==> src/rtl/fetch_sequencer_pkg.sv <==
// Shared constants for the fetch sequencer: FSM encoding, default parameters,
// MIPS opcode values used by the core, and the fetch-address legality helper.
package fetch_sequencer_pkg;

  localparam logic [2:0] ST_BOOT  = 3'd0;
  localparam logic [2:0] ST_RUN   = 3'd1;
  localparam logic [2:0] ST_STALL = 3'd2;
  localparam logic [2:0] ST_HALT  = 3'd3;
  localparam logic [2:0] ST_FAULT = 3'd4;

  localparam logic [31:0] DEF_RESET_PC   = 32'h0000_0000;
  localparam int          DEF_IMEM_WORDS = 128;
  localparam int          DEF_CNT_W      = 32;

  localparam logic [5:0] OP_RTYPE = 6'h00;
  localparam logic [5:0] OP_J     = 6'h02;
  localparam logic [5:0] OP_JAL   = 6'h03;
  localparam logic [5:0] OP_BEQ   = 6'h04;
  localparam logic [5:0] OP_BNE   = 6'h05;
  localparam logic [5:0] OP_ADDI  = 6'h08;
  localparam logic [5:0] OP_LW    = 6'h23;
  localparam logic [5:0] OP_SW    = 6'h2B;

  // limit is the first illegal byte address (IMEM_WORDS*4)
  function automatic logic pc_legal(input logic [31:0] pc, input logic [31:0] limit);
    return (pc[1:0] == 2'b00) && (pc < limit);
  endfunction

endpackage

==> src/rtl/fetch_sequencer_if.sv <==
// Fetch-side bundle between the core/instruction memory (master) and the
// fetch sequencer (slave).
interface fetch_sequencer_if #(parameter int CNT_W = 32);
  import fetch_sequencer_pkg::*;

  // fetch_valid qualifies instr_out in the same cycle; there is no ready, the
  // only backpressure is stall, which holds the PC and the presented word.
  logic              stall;
  logic              branch_taken;
  logic [31:0]       branch_target;
  logic              jump;
  logic [31:0]       jump_target;
  logic [31:0]       instruction;
  logic [31:0]       address;
  logic [31:0]       instr_out;
  logic              fetch_valid;
  logic [31:0]       pc_plus4;
  logic              halted;
  logic              fault;
  logic [CNT_W-1:0]  retire_count;
  logic [2:0]        state_dbg;

  modport master (
    output stall, branch_taken, branch_target, jump, jump_target, instruction,
    input  address, instr_out, fetch_valid, pc_plus4, halted, fault,
           retire_count, state_dbg
  );

  modport slave (
    input  stall, branch_taken, branch_target, jump, jump_target, instruction,
    output address, instr_out, fetch_valid, pc_plus4, halted, fault,
           retire_count, state_dbg
  );

endinterface

==> src/rtl/fetch_sequencer_next_pc_mux.sv <==
// Next-PC priority select (jump > branch > sequential) and the self-loop
// compare that signals the core has halted.
module fetch_sequencer_next_pc_mux (
  input  logic [31:0] pc,
  input  logic [31:0] pc_plus4,
  input  logic        branch_taken,
  input  logic [31:0] branch_target,
  input  logic        jump,
  input  logic [31:0] jump_target,
  output logic [31:0] next_pc,
  output logic        halt_hit
);

  logic        redirect;
  logic [31:0] target;

  always_comb begin
    redirect = jump | branch_taken;
    target   = jump ? jump_target : branch_target;
    next_pc  = redirect ? target : pc_plus4;
    // only a redirect can point back at itself; PC+4 never equals PC
    halt_hit = redirect && (target == pc);
  end

endmodule

==> src/rtl/fetch_sequencer.sv <==
// Program counter, fetch FSM and retired-instruction counter for the
// single-cycle MIPS core.
module fetch_sequencer
  import fetch_sequencer_pkg::*;
#(
  parameter logic [31:0] RESET_PC   = DEF_RESET_PC,
  parameter int          IMEM_WORDS = DEF_IMEM_WORDS,
  parameter int          CNT_W      = DEF_CNT_W
) (
  input  logic             clk,
  input  logic             rst_n,
  fetch_sequencer_if.slave bus
);

  localparam logic [31:0] PC_LIMIT = 32'(IMEM_WORDS * 4);

  logic [2:0]       state_q;
  logic [31:0]      pc_q;
  logic             halted_q;
  logic             fault_q;
  logic [CNT_W-1:0] cnt_q;

  logic        pc_ok;
  logic        live;
  logic [31:0] pc_plus4;
  logic [31:0] next_pc;
  logic        halt_hit;

  assign pc_plus4 = pc_q + 32'd4;
  assign pc_ok    = pc_legal(pc_q, PC_LIMIT);
  assign live     = pc_ok && ((state_q == ST_RUN) || (state_q == ST_STALL));

  fetch_sequencer_next_pc_mux u_next_pc_mux (
    .pc            (pc_q),
    .pc_plus4      (pc_plus4),
    .branch_taken  (bus.branch_taken),
    .branch_target (bus.branch_target),
    .jump          (bus.jump),
    .jump_target   (bus.jump_target),
    .next_pc       (next_pc),
    .halt_hit      (halt_hit)
  );

  always_ff @(posedge clk or negedge rst_n) begin
    if (!rst_n) begin
      state_q  <= ST_BOOT;
      pc_q     <= RESET_PC;
      halted_q <= 1'b0;
      fault_q  <= 1'b0;
      cnt_q    <= '0;
    end else begin
      case (state_q)
        ST_BOOT: begin
          state_q <= pc_ok ? ST_RUN : ST_FAULT;
          fault_q <= ~pc_ok;
        end
        ST_RUN, ST_STALL: begin
          if (!pc_ok) begin
            // PC stays at the offending value for debug
            state_q <= ST_FAULT;
            fault_q <= 1'b1;
          end else if (bus.stall) begin
            state_q <= ST_STALL;
          end else begin
            if (cnt_q != '1) cnt_q <= cnt_q + CNT_W'(1);
            if (halt_hit) begin
              state_q  <= ST_HALT;
              halted_q <= 1'b1;
            end else begin
              state_q <= ST_RUN;
              pc_q    <= next_pc;
            end
          end
        end
        default: ;
      endcase
    end
  end

  assign bus.address      = pc_q;
  assign bus.pc_plus4     = pc_plus4;
  assign bus.fetch_valid  = live;
  assign bus.instr_out    = live ? bus.instruction : 32'h0;
  assign bus.halted       = halted_q;
  assign bus.fault        = fault_q;
  assign bus.retire_count = cnt_q;
  assign bus.state_dbg    = state_q;

endmodule

==> src/flat_wrapper.sv <==
// flat-port wrapper written by rule: the top's interface ports become plain ports
module fetch_sequencer_flat import fetch_sequencer_pkg::*;
#(
  parameter logic [31:0] RESET_PC   = DEF_RESET_PC,
  parameter int          IMEM_WORDS = DEF_IMEM_WORDS,
  parameter int          CNT_W      = DEF_CNT_W
)
  (clk, rst_n, bus_stall, bus_branch_taken, bus_branch_target, bus_jump, bus_jump_target, bus_instruction, bus_address, bus_instr_out, bus_fetch_valid, bus_pc_plus4, bus_halted, bus_fault, bus_retire_count, bus_state_dbg);
  fetch_sequencer_if #(.CNT_W(CNT_W)) bus_i ();
  input  logic clk;
  input  logic rst_n;
  input wire logic [$bits(bus_i.stall)-1:0] bus_stall;
  input wire logic [$bits(bus_i.branch_taken)-1:0] bus_branch_taken;
  input wire logic [$bits(bus_i.branch_target)-1:0] bus_branch_target;
  input wire logic [$bits(bus_i.jump)-1:0] bus_jump;
  input wire logic [$bits(bus_i.jump_target)-1:0] bus_jump_target;
  input wire logic [$bits(bus_i.instruction)-1:0] bus_instruction;
  output wire logic [$bits(bus_i.address)-1:0] bus_address;
  output wire logic [$bits(bus_i.instr_out)-1:0] bus_instr_out;
  output wire logic [$bits(bus_i.fetch_valid)-1:0] bus_fetch_valid;
  output wire logic [$bits(bus_i.pc_plus4)-1:0] bus_pc_plus4;
  output wire logic [$bits(bus_i.halted)-1:0] bus_halted;
  output wire logic [$bits(bus_i.fault)-1:0] bus_fault;
  output wire logic [$bits(bus_i.retire_count)-1:0] bus_retire_count;
  output wire logic [$bits(bus_i.state_dbg)-1:0] bus_state_dbg;
  assign bus_i.stall = bus_stall;
  assign bus_i.branch_taken = bus_branch_taken;
  assign bus_i.branch_target = bus_branch_target;
  assign bus_i.jump = bus_jump;
  assign bus_i.jump_target = bus_jump_target;
  assign bus_i.instruction = bus_instruction;
  assign bus_address = bus_i.address;
  assign bus_instr_out = bus_i.instr_out;
  assign bus_fetch_valid = bus_i.fetch_valid;
  assign bus_pc_plus4 = bus_i.pc_plus4;
  assign bus_halted = bus_i.halted;
  assign bus_fault = bus_i.fault;
  assign bus_retire_count = bus_i.retire_count;
  assign bus_state_dbg = bus_i.state_dbg;
  fetch_sequencer #(.RESET_PC(RESET_PC), .IMEM_WORDS(IMEM_WORDS), .CNT_W(CNT_W)) u_core (.clk(clk), .rst_n(rst_n), .bus(bus_i));
endmodule
==> config.mk <==
export PLATFORM = sky130hd
export DESIGN_NAME = fetch_sequencer_flat
export DESIGN_NICKNAME = d
export VERILOG_FILES = /design/src/rtl/fetch_sequencer_pkg.sv /design/src/rtl/fetch_sequencer_if.sv /design/src/rtl/fetch_sequencer_next_pc_mux.sv /design/src/rtl/fetch_sequencer.sv /design/src/flat_wrapper.sv
export SDC_FILE = /design/constraint.sdc
export NUM_CORES = 1
export LEC_CHECK = 0
export ABC_AREA = 1
export CAP_MARGIN = 20
export CORE_ASPECT_RATIO = 0.75
export CORE_MARGIN = 10
export CORE_UTILIZATION = 38
export DETAILED_ROUTE_END_ITERATION = 16
export PLACE_DENSITY = 0.74
export SLEW_MARGIN = 40
export SYNTH_ARGS = -nofsm -noshare
export SYNTH_HDL_FRONTEND = slang
export SYNTH_SLANG_ARGS = --single-unit
==> constraint.sdc <==
create_clock -name clk -period 2.3 [get_ports clk]
set_clock_uncertainty 0.05 [all_clocks]
set_input_delay 0.46 -clock clk [delete_from_list [all_inputs] [get_ports clk]]
set_output_delay 0.46 -clock clk [all_outputs]
set_load 0.005 [all_outputs]
## Word-level counts from Yosys, hierarchy flattened

Index checks and enable logic that the tools add are counted.

- Output and inout bits: 134
- Word-level logic and storage cells: 39
- Flip-flop bits (word level): 69
- Bits of input ports: 101

- Multiplexer cells: 10
- Bitwise logic cells: 4
- Add/subtract/negate cells: 2
- Reductions and logical operators: 12
- Magnitude comparators: 1
- Equality and inequality tests: 5

Operators with widths:

| operator | count |
|---|---|
| $mux 32 | 3 |
| $add 32x1->32 const B | 1 |
| $add 32x3->32 const B | 1 |
| $eq 32x32->1 | 1 |
| $lt 32x10->1 const B | 1 |
| $ne 32x32->1 const B | 1 |
| $reduce_and 4->1 | 3 |
| $mux 3 | 3 |
| $pmux 3 s2 | 1 |
| $eq 3x1->1 const B | 1 |
| $eq 3x2->1 const B | 1 |
| $logic_and 1x1->1 | 3 |
| $logic_not 3->1 | 1 |
| $not 1->1 | 3 |
| $logic_not 2->1 | 1 |
| $mux 2 | 1 |
| $ne 2x2->1 const B | 1 |
| $pmux 1 s2 | 1 |
| $reduce_and 2->1 | 1 |
| $reduce_bool 2->1 | 1 |
| $reduce_or 2->1 | 1 |
| $logic_or 1x1->1 | 1 |
| $mux 1 | 1 |
| $or 1x1->1 | 1 |

## Longest topological paths before layout

Gate-level depths: netlist (run 1).

- Word-level depth: 7
- Depth in mapped cells: 17
- Depth with buffers taken out: 14

## By module

From an unflattened synthesis (run 1), not the netlist that was laid out.

- Cells, all modules: 1076
- Area total of the unflattened synthesis: 6299.8 sq um

By module, submodules not included:

| module | instances | area each (sq um) | cells an instance |
|---|---|---|---|
| fetch_sequencer | 1 | 4828.4 | 746 |
| fetch_sequencer_next_pc_mux | 1 | 1471.4 | 330 |

## Least setup slack after synthesis (run 1)

Ideal clock, no wire load.

- Kind: reg2out
- From: reg u_core.pc_q[16], in the netlist u_core.bus.address[16]
- To: out bus_instr_out[10]
- Arrival: 1.479 ns
- Buffers on the path: 1
- Stages on the path, launching flop included: 7
- Data required time: 1.790 ns
- Path slack: 0.311 ns
- Path through: dfrtp_1 inv_1 nand2_1 nor4_2 nand3_2 clkbuf_1 nor2_1

- Longest elaborated chain between the ends: 4

RTL lines:

| element | RTL line | RTL |
|---|---|---|
| from (decl) | fetch_sequencer.sv:18 | `logic [31:0] pc_q;` |
| from (signal assigned) | fetch_sequencer.sv:71 | `pc_q <= next_pc;` |
| $lt 32x10->1 | fetch_sequencer_pkg.sv:26 | `return (pc[1:0] == 2'b00) && (pc < limit);` |
| $logic_and 1x1->1 | fetch_sequencer_pkg.sv:26 |  |
| $logic_and 1x1->1 | fetch_sequencer.sv:31 | `assign live = pc_ok && ((state_q == ST_RUN) \|\| (state_q == ST_STALL));` |
| $mux 32 | fetch_sequencer.sv:83 | `assign bus.instr_out = live ? bus.instruction : 32'h0;` |
| to (decl) | flat_wrapper.sv:19 | `output wire logic [$bits(bus_i.instr_out)-1:0] bus_instr_out;` |

Every way passes these cells.

## Worst setup path after layout (run 1)

- From: reg u_core.pc_q[12], in the netlist u_core.bus.address[12]
- To: out bus_instr_out[20]

The elaborated chain is that of the path after synthesis.

==> results of run 1 <==
[repair_timing]
item	CTS	global route
pin swaps	29	50
resized for setup	320	131
setup buffers	49	34
cloned	0	5
endpoints found under the setup margin	64	93
[cell usage after synthesis (all sizes together), types with 5 or more instances]
cell type	number	share of area [%]
o21ai	37	3.1
xor2	51	7.6
dfrtp	69	29
nor2	115	7.7
xnor2	11	1.6
clkbuf	8	0.51
inv	132	8.5
a31oi	5	0.53
nand4	17	1.8
nand2	397	26
buf	20	3.1
nor3	33	3.0
nand3	53	5.0
nor4	8	0.95
[worst max-delay path, cell delays in order (launching register included)]
cell and delay (ps):
dfrtp_2 450, nor2_2 150, nand4_1 170, nor3_2 230, buf_4 160, nand3_4 90
buf_12 180, clkbuf_16 150, nor2_1 110, buf_2 140
[cells by family (layout without fill, tap and decap cells)]
group                    count (synthesis)  count (layout)  synth area share, %
AO/OA/AOI/OAI                           48              48                 4.33
XOR/XNOR                                62              62                 9.20
adder cells (fa/ha/maj)                  2               2                0.424
buffers and inverters                  160             622                 12.2
flip-flops                              69              69                 29.3
AND/OR/NAND/NOR                        629             631                 44.6
[power groups by stage]
stage | Clock (µW) | Sequential, µW | Combinational (µW)
after global routing | 1590 | 1240 | 792
after global placement | 0 | 1250 | 641
final | 1540 | 1240 | 725
after detailed placement | 0 | 1260 | 645
after CTS | 1520 | 1230 | 677
after floorplan | 0 | 1260 | 250
[layout make-up]
class	instances	area, µm²	share of cell area, %
timing repair buffer	475	4130	36.9
clock inverter	6	88.8	0.793
sequential	69	1730	15.5
tap	205	256	2.29
inverter	132	508	4.54
multi-input combinational	743	4260	38.0
clock buffer	9	225	2.01
[through the flow]
| step | total power [µW] | util [%] | area (µm²) |
|---|---|---|---|
| after global routing | 3610 | 73.6 | 11200 |
| after global placement | 1900 | 62.7 | 9550 |
| final | 3500 | 73.6 | 11200 |
| after detailed placement | 1900 | 62.7 | 9550 |
| after floorplan | 1510 | - | 5900 |
| after CTS | 3430 | 69.5 | 10600 |
[sequential cells by signal, summed over array words and instances (netlist names)]
register / count
u_core.bus.retire_count: 32
u_core.bus.state_dbg: 3
u_core.bus.address: 32
u_core.bus.halted: 1
u_core.bus.fault: 1
[worst paths after layout]
check / cells after the start / slack [ps] / end / start
max: 9 / -400 / bus_instr_out[20] / u_core.bus.address[12]
min: 1 / 50 / u_core.bus.address[17] / rst_n
max reg2reg: 17 / -270 / u_core.bus.address[25] / u_core.bus.address[9]
min reg2reg: 1 / 440 / u_core.bus.halted / u_core.bus.halted
max in group asynchronous: 2 / 1580 / u_core.bus.state_dbg[0] / rst_n
min in group clk: 1 / 440 / u_core.bus.halted / u_core.bus.halted
[layer usage]
layer	track usage, %	routed length (µm)	up-vias
met3	7.80	3070	108
met2	40.6	13600	518
met1	32.3	12200	3930
met4	10.5	1110	0
li1	-	-	3887
met5	0	0	-
==> results.md, run 1 <==
- The number of remaining DRC errors is 0.
- The synthesized area per cell is ~6.1 µm².
- For this run, the register share of the synthesized area comes to slightly below 30%.
- After layout, the worst setup slack is -398 ps.
- In this run the static leakage power is about 0.0057 µW.
- Once detailed placement completed, the half-perimeter wirelength came to 21,200 µm.
- The launching element type of the critical path is a register.
- STA classifies the critical path endpoint as an output port.
- At the pin with the least slew margin, the transition time is about 570 ps.
- The first-iteration detailed-routing DRC count is slightly below 800.
- The layout net count is ~1,500.
- The CTS H-tree depth is 3.
- The number of fill cells is between 1,000 and 1,500.
- Combinational logic is responsible for 20.7% of the overall power.
- The top-level I/O count is ~240.
- For this run, the leading register cell type out of synthesis is dfrtp_1.
- The number of clock buffers added by TritonCTS is 9.
- The number of core rows is 39.
- The final cycle utilization of the critical path is 117%.
- The clock net in this run drives a total of slightly below 70 sinks.
- Once detail routing completed, the nets flagged for antenna violations numbered 0.
- The clock tree from TritonCTS is built.
- Setup repair after global routing could not meet its margin everywhere.
- Entering global routing, the biggest net connects 44 pins.
- The worst slack at placement is -303 ps.
- Summing every instance area after synthesis gives 5900 µm².
- In this run the deepest clock path goes through 2 buffers.
- The synthesis-to-finish area growth is 89.8%.
- Across all hold checks on the routed design, the worst slack comes to slightly below 50 ps.
- The number of global-route vias before repair was about 7,900.
- The clock network accounts for 43.9% of the total power.
- Excluding fillers, the count of instances in the completed layout stands at 1,639.
- The switching power share of the total is roughly 27%.
- The wire length per cell after detailed routing is ~18 µm.
- The run finished, with violations left.
- The total of endpoints with negative setup slack in the final report is 80.
- Once placement completed, the tool counted placed cells totaling roughly 1,500.
- The routability congestion estimate from global placement is around 0.94.
- In this run the vertical extent of the chip is between 100 and 150 µm.
- The data arrival time of the critical path is 2190 ps.
- For this run, asynchronously set or reset flops after synthesis account for between 90% and 100%.
- The required time of the critical path is 1790 ps.
- Counting flops with a built-in enable in the synthesized netlist gives 0.
- Buffers placed on the I/O ports in this run total between 200 and 250.
- The root buffer cell chosen for the clock tree is clkbuf_16.
- The repair_antennas step left the layout with diodes totalling 0.
- The internal portion of the total power is about 2500 µW.
- The fraction of final layout cells with drive strength greater than 1 is around 32%.
- The maximum clock frequency is around 0.37 GHz.
- The number of storage elements in the synthesis netlist is 69.
- The full die area is around 21,000 µm².
- Dividing the detail-routed via count by the number of cells gives between 5 and 6.
- The total routing usage reported by global routing is between 20% and 30%.
- The area of the core is roughly 15,000 µm².
- For this design the ratio of total power to cell area is ~310 nW/µm².
- In the layout the commonest cells are nand2_1, buf_4, clkdlybuf4s50_1.
- The first global-routing pass estimated 43,000 µm of wire.
- The synthesized netlist contains 36 unique library cells.
- Counting every instance in the synthesized netlist gives 970.
- The analysis attributes to net switching a power of approximately 950 µW.
- The type of the most critical hold path is input pin to asynchronous set/reset pin.
- After clock tree synthesis, the clock-pin slew on the worst setup and hold paths is about 70 ps.
- The final critical delay including setup and external delays is around 2700 ps.
- For this design, the CTS-stage hold fixing added 0 buffers.
- The overall via count from detail_route is between 8,000 and 9,000.
- The final number of max-transition violations is 0.
- Across the VDD grid, the largest voltage drop is between 300 and 400 µV.
- The largest fanout on the critical path is 7.
- Summed over all failing endpoints, the final setup total negative slack is -16,030 ps.
- In this run, flip-flops and latches consume 35.3% of the power.
- The starting density of the core is about two fifths.
- The checks that failed: negative setup slack.
- The tool flagged a number of max-cap violations equal to 0.
- The global-route congestion overflow total is 0.
- The final-report hold violation count is 0.
- The final layout contains routed wiring with a total length of roughly 30,000 µm.
- The pre-antenna-repair detailed-routing pass consisted of 5 iterations.
- Leaving out fill and tap cells, the most frequent cell in the layout is nand2_1.
- The clock reaches the later pin of the worst-skew pair after about 350 ps.
- The number of antenna violations at the first check in global routing came to 0.
- The worst setup path category is register to output port.
- The warning count from the yosys run is 0.
- The relative max-transition margin is about 62%.
- The die outline width is 164 µm.
- The number of nets in the synthesized netlist is ~1,100.
Power figures use the tool's default switching activity.
==> run 2, diff against run 1 <==
--- a/config.mk
+++ b/config.mk
@@ -12,6 +12,7 @@
 export CORE_UTILIZATION = 38
 export DETAILED_ROUTE_END_ITERATION = 16
 export PLACE_DENSITY = 0.74
+export SKIP_LAST_GASP = 1
 export SLEW_MARGIN = 40
 export SYNTH_ARGS = -nofsm -noshare
 export SYNTH_HDL_FRONTEND = slang
==> run 2 against run 1 <==
  * Wire length up 1.3%
  * Largest cell class is now non-clock buffers
  * Global-route usage down 0.14 points
  * Non-clock buffer count up 9
  * Clock power about the same
  * Largest power group unchanged
  * Sequential power about the same
  * Combinational power up 2%
  * Total power up 0.28%
  * The flow still finishes with violations (negative setup slack)
==> results.md, run 2 (synthesis results as in run 1) <==
- The largest fanout on the critical path was 6 (-1).
- The worst slack at placement came to -303 ps (unchanged).
- Compared with the post-synthesis result, the final layout area differs by 91.1%.
- The top cell types in the final layout, fill and taps aside, are nand2_1, buf_4, clkdlybuf4s50_1.
- The clock tree from TritonCTS is built.
- The fraction of final layout cells with drive strength greater than 1 is 32.7% (+0.42 points).
- The final-report hold violation count is 0 (unchanged).
- The hold-fix buffer count after cts is 0 (unchanged).
- The relative max-transition margin is 62.4% (+0.14 points).
- The CTS H-tree depth is 3 (unchanged).
- The total of endpoints with negative setup slack in the final report is 72 (-10%).
- The overall via count from detail_route is 8,431 (-0.14%).
- The measured slew at the worst slew-check pin came to 563 ps (-2.14 ps).
- The total routing usage reported by global routing came to 25.7% (-0.14 points).
- The worst setup margin is -469 ps (-71.2 ps).
- The die height came to 128 µm (unchanged).
- The number of global-route vias before repair is 7,784 (-1.5%).
- The commonest non-fill, non-tap cell in the layout is nand2_1.
- The reported max-cap violation count is 0 (unchanged).
- The wire length per cell after detailed routing was 18.5 µm (+0.76%).
- The worst-case vdd ir drop came to 352 µV (about the same).
- The number of antenna violations at the first check in global routing is 0 (unchanged).
- Setup repair after global routing could not meet its margin everywhere.
- The number of fill cells is 1,167 (+0.78%).
- The area of the core is 15,200 µm² (unchanged).
- The run finished, with violations left.
- The global-route congestion overflow total is 0 (unchanged).
- The routability congestion estimate from global placement is 0.940 (unchanged).
- The ratio of routed vias to standard cells is 5.12 (-0.69%).
- The required time of the critical path was 1790 ps (about the same).
- The count of clock tree sinks is 69 (unchanged).
- The post-route antenna net violation count is 0 (unchanged).
- The total inserted antenna cells is 0 (unchanged).
- The number of CTS-inserted buffers is 9 (unchanged).
- The full die area is 21,000 µm² (unchanged).
- The clock root buffer is clkbuf_16.
- The post-route total power was 3510 µW (+0.28%).
- The layout net count is 1,542 (+0.59%).
- The global-route wire length before repair was 42,800 µm (-0.34%).
- The overall routed net length is 30,500 µm (+1.3%).
- The post-route non-filler standard cell count is 1,648 (+0.55%).
- The worst setup path is of the register to output port kind.
- The starting density of the core was 38.7% (unchanged).
- The detailed-routing iteration count for the pre-antenna-repair pass is 7 (+2).
- The number of core rows is 39 (unchanged).
- The maximum number of buffers from clock root to sink is 2 (unchanged).
- The fraction of the core area covered by cells at the end of the flow is 74.1% (+0.50 points).
- The maximum clock frequency is 0.361 GHz (-2.6%).
- The top-level I/O count is 235 (unchanged).
- The tightest min-delay check is of the input pin to asynchronous set/reset pin type.
- The count of port buffers added during placement is 234 (unchanged).
- The final reports fail on negative setup slack.
- The worst setup path is captured at an output port.
- The post-CTS clock slew at the launch and capture registers of the worst setup and hold paths is 60 ps (about the same).
- The final number of max-transition violations came to 0 (unchanged).
- The clock insertion delay at the later pin of the skew report is 340 ps (about the same).
- The number of remaining DRC errors is 0 (unchanged).
- The cell total after placement is 1,542 (unchanged).
- The die outline width came to 164 µm (unchanged).
- The standby leakage power is 0.00570 µW (+0.74%).
- The final cycle utilization of the critical path is 120% (+3.1 points).
- The first-iteration detailed-routing DRC count was 905 (+16%).
- The post-route setup TNS was -18,440 ps (-2400 ps).
- The worst setup path is launched from a register.
- The power density over cell area came to 311 nW/µm² (-0.40%).
- The final critical delay including setup and external delays is 2770 ps (+71.2 ps).
- The largest net degree at the start of global routing came to 44 (unchanged).
- The data arrival time of the critical path is 2260 ps (+70 ps).
- The HPWL reported at the end of detailed placement was 21,200 µm (unchanged).
==> run 2: final cells by class <==
class / instances / area, µm² / area share (%)
inverters: 132 / 508 / 4.51
clock inverters: 6 / 88.8 / 0.788
multi-input cells: 743 / 4220 / 37.4
clock buffers: 9 / 225 / 2.00
well taps: 205 / 256 / 2.27
flip-flops and latches: 69 / 1730 / 15.4
repair buffers: 484 / 4240 / 37.6
==> run 2: final timing paths <==
kind	startpoint	end	slack [ps]	cells past startpoint
hold reg to reg	u_core.bus.halted	u_core.bus.halted	440	1
min in group clk	u_core.bus.halted	u_core.bus.halted	440	1
max in group asynchronous	rst_n	u_core.bus.address[4]	1580	2
hold / removal	rst_n	u_core.bus.address[17]	60	1
setup reg to reg	u_core.bus.address[6]	u_core.bus.address[25]	-290	18
setup / recovery	u_core.bus.address[12]	bus_instr_out[2]	-470	10
==> run 2: layer usage <==
metal / share of wire, % / track usage [%] / up-vias / wire length, µm
li1: - / - / 3909 / -
met1: 40 / 32.7 / 3912 / 12200
met2: 46 / 41.4 / 533 / 14000
met3: 11 / 6.55 / 77 / 3200
met4: 3.3 / 8.86 / 0 / 1020
met5: 0 / 0 / - / 0
==> run 2: report_power, final <==
part | internal (µW) | switching (µW)
registers | 1220 | 13.9
clock network | 944 | 588
logic | 384 | 353
==> run 2: critical path, stage by stage (launching register included) <==
cell	delay (ps)
dfrtp_2	450
nor2_2	140
nand4_1	170
nor3_2	230
buf_4	170
nand3_4	120
buf_6	160
clkbuf_16	140
buf_8	120
nor2_2	80
buf_2	120
==> run 2: timing repair <==
action                     in CTS  in global routing
setup buffers                  49                 47
pin swaps                      28                 47
gates cloned                    0                  5
resized for setup             190                228
setup endpoints to repair      64                 91
==> run 2: through the flow <==
stage	hold WS (ps)	instance area (µm²)
after detailed placement	419	9550
after global routing	77.6	11300
after global placement	411	9550
after CTS	59.7	10600
after floorplan	114	5900
final	56.3	11300
==> run 3, diff against run 2 <==
--- a/config.mk
+++ b/config.mk
@@ -11,9 +11,10 @@
 export CORE_MARGIN = 10
 export CORE_UTILIZATION = 38
 export DETAILED_ROUTE_END_ITERATION = 16
-export PLACE_DENSITY = 0.74
+export PLACE_DENSITY = 0.72
 export SKIP_LAST_GASP = 1
 export SLEW_MARGIN = 40
 export SYNTH_ARGS = -nofsm -noshare
 export SYNTH_HDL_FRONTEND = slang
 export SYNTH_SLANG_ARGS = --single-unit
+export TNS_END_PERCENT = 100
==> run 3 against run 2 <==
  * Hold slack got worse by 31 ps
  * Non-clock buffer count fell by 21
  * Design area shrank 3.7%
  * Core utilization fell by 2.7 points
  * Global-route usage shrank 0.53 points
  * Total power is 7.1% lower
  * Sequential share of layout area rose by 0.61 points
  * Largest cell class unchanged
  * First-iteration DRC count is 1.4% higher
  * Highest routed layer unchanged
  * Critical path type unchanged
  * Clock power down 16%
  * The run still ends with negative setup slack left
  * Combinational power down 1%
==> results.md, run 3 (synthesis results as in run 1) <==
- The top-level I/O count is 235 (unchanged).
- The switching power share of the total is 27.7% (+0.46 points).
- The required time of the critical path is 1790 ps (about the same).
- The signal on the critical path passes through inv_1 -> nor3_1 -> nand2_1 -> nor3_1 -> buf_4 -> xor2_2 -> clkdlybuf4s50_1.
- The worst slack at placement is -384 ps (-80.7 ps).
- The capturing point of the worst reg2reg path is u_core.bus.address[1].
- The worst setup path endpoint is bus_pc_plus4[23].
- The global-route wire length before repair is 41,600 µm (-2.8%).
- The overall routed net length is 28,800 µm (-5.3%).
- The final hold slack came to 25.3 ps (-31.0 ps).
- The clock network fraction of total power came to 39.7% (-4.0 points).
- The worst setup margin is -557 ps (-88.2 ps).
- The ratio of routed vias to standard cells was 4.97 (-2.8%).
- TritonCTS built the clock tree.
- The total of endpoints with negative setup slack in the final report came to 61 (-15%).
- STA classifies the critical path startpoint as a register.
- Leaving out fill and tap cells, the most frequent cell in the layout is nand2_1.
- The worst reg-to-reg setup slack came to -90 ps (+200 ps).
- The internal portion of total power is 2360 µW (-7.6%).
- The worst setup path category is register to output port.
- The largest net degree at the start of global routing is 38 (-14%).
- The final number of max-transition violations came to 0 (unchanged).
- The count of clock tree sinks was 69 (unchanged).
- The final critical delay including setup and external delays is 2860 ps (+88.2 ps).
- The clock root buffer is clkbuf_16.
- The kind of end point of the critical path is an output port.
- The die height is 128 µm (unchanged).
- The total routing usage reported by global routing is 25.1% (-0.53 points).
- The standby leakage power is 0.00555 µW (-2.7%).
- The cell repeated most along the worst path is nor3_1.
- The origin of the worst setup path is u_core.bus.address[7].
- The delay of the slowest critical-path stage is 540 ps (+90 ps).
- The detailed-routing iteration count for the pre-antenna-repair pass is 5 (-2).
- The final cycle utilization of the critical path is 124% (+3.8 points).
- The HPWL reported at the end of detailed placement is 21,800 µm (+2.7%).
- The combinational power share is 22.3% (+1.3 points).
- The count of port buffers added during placement came to 234 (unchanged).
- The count of cells along the worst register-to-register path is 13 (-5).
- The final-report hold violation count is 0 (unchanged).
- In the layout the commonest cells are nand2_1, buf_4, clkdlybuf4s50_1.
- The largest fanout on the critical path came to 3 (-3).
- Setup repair after global routing could not meet its margin everywhere.
- The post-route setup TNS came to -20,250 ps (-1810 ps).
- The post-route total power is 3260 µW (-7.1%).
- The first-iteration detailed-routing DRC count is 918 (+1.4%).
- The power spent charging and discharging nets is 902 µW (-5.5%).
- The fraction of final layout cells with drive strength greater than 1 was 28.0% (-4.7 points).
- The maximum number of buffers from clock root to sink is 2 (unchanged).
- Relative to the synthesized area, the layout overhead comes to 84.1%.
- The flow ran to the end, but the final reports show violations.
- The starting density of the core is 38.7% (unchanged).
- The area of all placed cells without fillers is 10,900 µm² (-3.7%).
- The maximum clock frequency was 0.350 GHz (-3.1%).
- The number of core rows came to 39 (unchanged).
- The reported max-cap violation count is 0 (unchanged).
- The number of antenna violations at the first check in global routing is 0 (unchanged).
- The wire length per cell after detailed routing is 17.8 µm (-3.9%).
- The routability congestion estimate from global placement is 1.02 (+8.5%).
- The number of CTS-inserted buffers is 9 (unchanged).
- The relative contribution of sequential cells to total power is 38.0% (+2.7 points).
- The worst register-to-register path begins at u_core.bus.address[18].
- The placed standard-cell area is 9640 µm² (+1.0%).
- The number of global-route vias before repair was 7,469 (-4.0%).
- The total inserted antenna cells is 0 (unchanged).
- The worst-case vdd ir drop is 384 µV (+9.1%).
- On the critical path, the stage with the largest delay is an instance of clkdlybuf4s50_1.
- The area of the core is 15,200 µm² (unchanged).
- The die outline width is 164 µm (unchanged).
- The full die area was 21,000 µm² (unchanged).
- The number of remaining DRC errors is 0 (unchanged).
- The relative max-transition margin was 63.9% (+1.5 points).
- The measured slew at the worst slew-check pin is 536 ps (-27.9 ps).
- The overall via count from detail_route came to 8,077 (-4.2%).
- The post-CTS clock slew at the launch and capture registers of the worst setup and hold paths was 60 ps (about the same).
- The CTS H-tree depth is 3 (unchanged).
- The power density over cell area is 300 nW/µm² (-3.5%).
- The type of the most critical hold path is input pin to asynchronous set/reset pin.
- The data arrival time of the critical path is 2350 ps (+90 ps).
- The final reports fail on negative setup slack.
- The post-route antenna net violation count was 0 (unchanged).
- The layout net count came to 1,519 (-1.5%).
- The global-route congestion overflow total is 0 (unchanged).
- The clock insertion delay at the later pin of the skew report is 340 ps (about the same).
==> run 3: cell types whose count changed in the layout (fill, tap and decap cells not counted), moves of 7 or more <==
cell             before  now
nor2_1               80   94
nand2_1             369  378
nor2_2               16    9
clkdlybuf4s50_1     171  191
buf_6                38   17
nor2_4               20   12
buf_2                54   22
==> run 3: worst min path at each step <==
| stage | startpoint | end | slack, ps | cells past startpoint |
|---|---|---|---|---|
| global placement | u_core.bus.halted | u_core.bus.halted | 410 | 1 |
| finish | rst_n | u_core.bus.address[31] | 30 | 1 |
| floorplan | rst_n | u_core.bus.address[0] | 110 | 0 |
| CTS | rst_n | u_core.bus.address[12] | 40 | 1 |
| detailed placement | rst_n | u_core.bus.address[9] | 400 | 1 |
| global route | rst_n | u_core.bus.address[9] | 50 | 1 |
==> run 3: cell type report <==
type                    count  area (µm²)
clock inverters             5        27.5
clock buffers              10         239
fillers                  1259        4360
flip-flops and latches     69        1740
inverters                 132         508
multi-input cells         741        4000
well taps                 205         256
repair buffers            463        4100
==> run 3: timing repair <==
action | CTS | global route
endpoints found under the setup margin | 61 | 88
buffers inserted | 31 | 29
gates cloned | 0 | 2
pin swaps | 18 | 30
gates resized for setup | 119 | 139
hold buffers | 0 | 0
hold endpoints to repair | 0 | 0
==> run 3: power by group through the flow <==
stage	Sequential (µW)	Clock [µW]	Combinational (µW)
2_1_floorplan	1260	0	250
3_3_place_gp	1250	0	652
3_5_place_dp	1260	0	659
4_1_cts	1230	1300	688
5_1_grt	1240	1360	791
6_report	1240	1290	729
==> run 3: layer usage <==
metal	up-vias	wire [µm]	part of all wire (%)	global-route usage [%]
met3	50	2860	9.9	6.93
met2	440	13100	46	39.2
met1	3726	12200	42	33.1
met5	-	0	0	0
li1	3861	-	-	-
met4	0	640	2.2	7.66
==> run 3: critical path, delay by kind of cell (launching register included) <==
family / cells / cell delay (ps)
DFF: 1 / 400
xor gates and xnor gates: 1 / 200
buffers and inverters: 3 / 860
and+or+nand+nor: 3 / 540
==> run 3: stage by stage <==
step	utilization, %	std cells
after floorplan	-	970
after global placement	63.3	1551
after detailed placement	63.3	1551
after CTS	68.2	1596
after global routing	71.3	1625
final	71.3	1625
